**config.mk**
```make
export PLATFORM = sky130hd
export DESIGN_NAME = move_register
export DESIGN_NICKNAME = d
export VERILOG_FILES = /design/src/rtl/move_register.sv
export SDC_FILE = /design/constraint.sdc
export NUM_CORES = 1
export LEC_CHECK = 0
export CORE_ASPECT_RATIO = 1.1
export CORE_MARGIN = 3
export CORE_UTILIZATION = 48
export CTS_CLUSTER_SIZE = 16
export DETAILED_ROUTE_END_ITERATION = 8
export PLACE_DENSITY = 0.78
export REMOVE_ABC_BUFFERS = 1
export SETUP_SLACK_MARGIN = 0.1
export SYNTH_ARGS = -nofsm -noshare
export SYNTH_HDL_FRONTEND = slang
export SYNTH_SLANG_ARGS = --single-unit
```
**constraint.sdc**
```tcl
create_clock -name clk -period 2.1 [get_ports clk]
set_input_delay 0.315 -clock clk [delete_from_list [all_inputs] [get_ports clk]]
set_output_delay 0.315 -clock clk [all_outputs]
set_load 0.01 [all_outputs]
```
**src/rtl/move_register.sv**
```systemverilog
// Writer side of the tic-tac-toe occupancy vectors: takes one cell per move,
// alternates turns and refuses moves into occupied or out-of-range cells.
module move_register #(
  parameter int FIRST_PLAYER = 0,
  parameter int LOCK_ON_FULL = 1
) (
  input  logic       clk,
  input  logic       rst_n,
  input  logic       clear,
  input  logic       game_over,
  input  logic       move_valid,
  input  logic [3:0] move_pos,
  output logic       move_ready,
  output logic       move_accept,
  output logic       move_reject,
  output logic [0:8] p1,
  output logic [0:8] p2,
  output logic       turn,
  output logic [3:0] move_count,
  output logic       board_full
);

  typedef enum logic [1:0] {
    P1_TURN = 2'd0,
    P2_TURN = 2'd1,
    LOCKED  = 2'd2
  } state_t;

  localparam logic   FIRST_TURN  = (FIRST_PLAYER != 0) ? 1'b1 : 1'b0;
  localparam state_t FIRST_STATE = (FIRST_PLAYER != 0) ? P2_TURN : P1_TURN;
  localparam logic   LOCK_FULL   = (LOCK_ON_FULL != 0) ? 1'b1 : 1'b0;

  state_t     r_state;
  logic       r_ready;
  logic       r_accept;
  logic       r_reject;
  logic [0:8] r_p1;
  logic [0:8] r_p2;
  logic       r_turn;
  logic [3:0] r_count;
  logic       r_full;

  logic [0:8] w_occ;
  logic       w_legal;
  logic       w_last;

  // Legality is judged against the board as it stands, including the previous move
  always_comb begin
    w_occ   = r_p1 | r_p2;
    w_legal = 1'b0;
    if (move_pos <= 4'd8) begin
      w_legal = ~w_occ[move_pos];
    end else begin
      w_legal = 1'b0;
    end
    w_last = (r_count == 4'd8);
  end

  always_ff @(posedge clk or negedge rst_n) begin
    if (!rst_n) begin
      r_state  <= FIRST_STATE;
      r_ready  <= 1'b1;
      r_accept <= 1'b0;
      r_reject <= 1'b0;
      r_p1     <= 9'b0;
      r_p2     <= 9'b0;
      r_turn   <= FIRST_TURN;
      r_count  <= 4'd0;
      r_full   <= 1'b0;
    end else if (clear) begin
      r_state  <= FIRST_STATE;
      r_ready  <= 1'b1;
      r_accept <= 1'b0;
      r_reject <= 1'b0;
      r_p1     <= 9'b0;
      r_p2     <= 9'b0;
      r_turn   <= FIRST_TURN;
      r_count  <= 4'd0;
      r_full   <= 1'b0;
    end else if (game_over) begin
      r_state  <= LOCKED;
      r_ready  <= 1'b0;
      r_accept <= 1'b0;
      r_reject <= 1'b0;
    end else if (move_valid && r_ready) begin
      if (w_legal) begin
        r_accept <= 1'b1;
        r_reject <= 1'b0;
        r_count  <= r_count + 4'd1;
        r_full   <= w_last;
        r_turn   <= ~r_turn;
        if (r_turn) begin
          r_p2[move_pos] <= 1'b1;
        end else begin
          r_p1[move_pos] <= 1'b1;
        end
        // The ninth accept locks the board when configured; otherwise turns keep alternating
        if (w_last && LOCK_FULL) begin
          r_state <= LOCKED;
          r_ready <= 1'b0;
        end else begin
          case (r_state)
            P1_TURN: r_state <= P2_TURN;
            P2_TURN: r_state <= P1_TURN;
            default: r_state <= LOCKED;
          endcase
        end
      end else begin
        r_accept <= 1'b0;
        r_reject <= 1'b1;
      end
    end else begin
      r_accept <= 1'b0;
      r_reject <= 1'b0;
    end
  end

  assign move_ready  = r_ready;
  assign move_accept = r_accept;
  assign move_reject = r_reject;
  assign p1          = r_p1;
  assign p2          = r_p2;
  assign turn        = r_turn;
  assign move_count  = r_count;
  assign board_full  = r_full;

endmodule
```
==> insert_results.sql <==
INSERT INTO impl_metrics (metric_group, metric, value, unit) VALUES
('pwr', 'power_density_normalized_to_cell_area', '457', 'nW/um2'),
('clocking', 'clock_latency', '330', 'ps'),
('floorplanning', 'fp-row-count', '20', ''),
('setup_path', 'critPathCaptureType', 'register', ''),
('clocking', 'hold_buffer_count_at_cts', '0', ''),
('route', 'num_vias', '1267', ''),
('place', 'placed_cells', '213', ''),
('synthesis', 'synthesis.instances', '137', ''),
('setup_path', 'cp_required', '2330', 'ps'),
('global_routing', 'track_usage', '21.0', '%'),
('clocking', 'tritoncts_clock_tree', 'done', ''),
('clocking', 'cts_root_buffer', 'clkbuf_4', ''),
('place', 'dp_slack', '-352', 'ps'),
('synthesis', 'yosysSeqAreaShare', '46.8', '%'),
('cells_and_area', 'fillers', '232', ''),
('global_routing', 'globalRoute.totalOverflow', '0', ''),
('global_routing', 'grt_max_degree', '30', ''),
('cells_and_area', 'area_delta_synth_final', '36.2', '%'),
('global_routing', 'via_count_of_the_first_global_routing_pass', '1337', ''),
('synthesis', 'netlist_area', '1450', 'um2'),
('floorplanning', 'floorplan.die_area', '3710', 'um2'),
('synthesis', 'synth_top_flop_cell', 'dfrtp_1', ''),
('cells_and_area', 'register_area', '677', 'um2'),
('status', 'status', 'finished, final reports clean', ''),
('pwr', 'p_comb_share', '15.6', '%'),
('min_path', 'hold_path.class', 'primary input to asynchronous set/reset pin', ''),
('clocking', 'htree_num_levels', '1', ''),
('floorplanning', 'placeableCoreArea', '2830', 'um2'),
('route', 'wl_per_cell', '15.9', 'um'),
('route', 'postRouteAntennaNets', '0', ''),
('synthesis', 'synthesis.yosys.warnings', '0', ''),
('setup_path', 'critical-path-slowest-cell', 'clkdlybuf4s50_1', ''),
('pwr', 'share_seq_of_total_power', '59.0', '%'),
('cells_and_area', 'stdcell_count', '220', ''),
('place', 'hpwl', '2.59', 'mm'),
('timing', 'fmaxAchievable', '512', 'MHz'),
('timing', 'rsz0062_at_grt', 'true', ''),
('job', 'max_cap_violations', '0', ''),
('synthesis', 'ys_seq_elements', '27', ''),
('cells_and_area', 'finish.net_count', '199', ''),
('cells_and_area', 'multiInputGateArea', '671', 'um2'),
('cells_and_area', 'antenna_cells', '0', ''),
('clocking', 'clk_transition_reported_paths', '150', 'ps'),
('global_routing', 'grt_antenna_before_repair', '0', ''),
('cells_and_area', 'post_route_cells_drive_above_1_share', '20.9', '%'),
('timing', 'timing.final.ws_setup', '147', 'ps'),
('timing', 'layout_min_cycle_time', '1950', 'ps'),
('timing', 'timing.slew.headroom', '69.5', '%'),
('cells_and_area', 'layout.cells.most_common', 'clkdlybuf4s50_1', ''),
('synthesis', 'synth.distinct_cells', '41', ''),
('floorplanning', 'floorplan.initialDensity', '51.1', '%'),
('timing', 'worst_slew_pin_slew', '451', 'ps'),
('timing', 'setup_violations', '0', ''),
('route', 'firstDrtPassIters', '4', ''),
('cells_and_area', 'highest_count_cells_in_the_layout_ignoring_fill_and_taps', 'clkdlybuf4s50_1, dfrtp_1, buf_4', ''),
('synthesis', 'synth_edf_count', '0', ''),
('pwr', 'power.net_switching', '0.000232', 'W'),
('route', 'drc_errors', '0', ''),
('floorplanning', 'dieWidth', '58.3', 'um'),
('setup_path', 'worst_ep_arrival_time', '2190', 'ps'),
('route', 'drt_iter0_markers', '33', ''),
('setup_path', 'worst_path_largest_cell_delay', '420', 'ps'),
('synthesis', 'post_synthesis_area_per_instance', '10.5', 'um2'),
('timing', 'totalNegativeSetupSlack', '0', 'ps'),
('clocking', 'clock_sinks', '27', ''),
('setup_path', 'crit_fanout', '5', ''),
('global_routing', 'global_route_wire_length_before_repair', '6.07', 'mm'),
('pwr', 'vdd_drop_max', '356', 'uV'),
('floorplanning', 'floorplan.io_pins', '36', ''),
('setup_path', 'startpoint_type', 'primary input', ''),
('synthesis', 'fraction_of_registers_with_async_set_or_reset_after_synthesis', '100', '%');
[area by class of cell]
class | count | share of cell area [%]
Inverter | 17 | 3.24
Sequential cell | 27 | 34.4
Clock buffer | 4 | 1.34
Timing Repair Buffer | 54 | 24.9
Tap cell | 33 | 2.10
Multi-Input combinational cell | 85 | 34.1
[worst paths after layout]
path | start | end | slack [ps] | cells after the start
setup / recovery | move_pos[3] | p1[0]$_DFFE_PN0P_ | 150 | 7
min in group clk | move_pos[2] | p2[1]$_DFFE_PN0P_ | 490 | 3
hold reg to reg | p1[3]$_DFFE_PN0P_ | p1[3]$_DFFE_PN0P_ | 540 | 2
setup reg to reg | p1[0]$_DFFE_PN0P_ | move_count[3]$_DFFE_PN0P_ | 180 | 5
hold / removal | rst_n | board_full$_DFFE_PN0P_ | 330 | 2
max in group asynchronous | rst_n | move_ready$_DFFE_PN1P_ | 1450 | 2
[through the flow]
stage	utilization [%]	hold WS, ps	area [um2]
2_1_floorplan	-	19.4	1390
3_3_place_gp	67.3	502	1900
3_5_place_dp	67.3	511	1900
4_1_cts	69.4	358	1960
5_1_grt	69.6	361	1970
6_report	69.6	334	1970
[critical path, delay by kind of cell]
| kind | cells | cell delay (ps) |
|---|---|---|
| simple gates | 3 | 870 |
| buf+inv | 2 | 580 |
| compound gates | 2 | 410 |
[cells by family (layout without fill, tap and decap cells)]
logic type	after synthesis	in the layout	synth area share [%]
mux	1	1	0.693
buf+inv	25	75	8.22
flops	27	27	46.8
fa+ha+maj	2	2	1.73
simple gates	43	43	19.4
compound gates	39	39	23.1
[routing by layer]
metal | wire length (um) | share of wire [%] | track usage, % | vias to the layer above
met1 | 1500 | 43 | 26.4 | 600
met3 | 203 | 5.8 | 3.07 | 9
li1 | - | - | - | 611
met4 | 75 | 2.1 | 7.83 | 0
met5 | 0 | 0 | 0 | -
met2 | 1720 | 49 | 35.6 | 47
[power groups by stage]
stage          Clock (W)  Combinational, W  Sequential, W
5_1_grt         0.000262          0.000155       0.000532
2_1_floorplan          0         0.0000508       0.000542
4_1_cts         0.000229          0.000139       0.000531
3_3_place_gp           0          0.000133       0.000540
3_5_place_dp           0          0.000136       0.000540
6_report        0.000229          0.000140       0.000531
[cell usage after synthesis (2+ instances only)]
cell	instances	area (um2)
o41ai_1	3	26.3
o31ai_1	7	52.6
or2_2	3	18.8
o21ai_0	3	15.0
ha_1	2	25.0
nor4b_1	2	17.5
nor3b_1	2	15.0
clkbuf_1	3	11.3
a21oi_1	5	25.0
or3_4	2	22.5
nand3_1	4	20.0
nand3b_1	3	22.5
or4_1	3	22.5
inv_1	17	63.8
nor2_1	2	7.51
dfrtp_1	26	651
buf_6	3	33.8
nand2b_1	9	56.3
o32ai_1	8	70.1
buf_2	2	10.0
nand4_1	3	18.8
o22ai_1	3	18.8
nor3_1	4	20.0
[state kept, by name, summed over array words and instances (netlist names)]
signal       flops
p1               9
p2               9
move_count       4
board_full       1
move_accept      1
move_ready       1
move_reject      1
turn             1
[repair_timing]
action / in CTS / in global routing
buffers inserted: 3 / 0
setup endpoints to repair: 22 / 6
pin swaps: 4 / 0
resized for setup: 6 / 1
(Power assumes the default switching activity.)
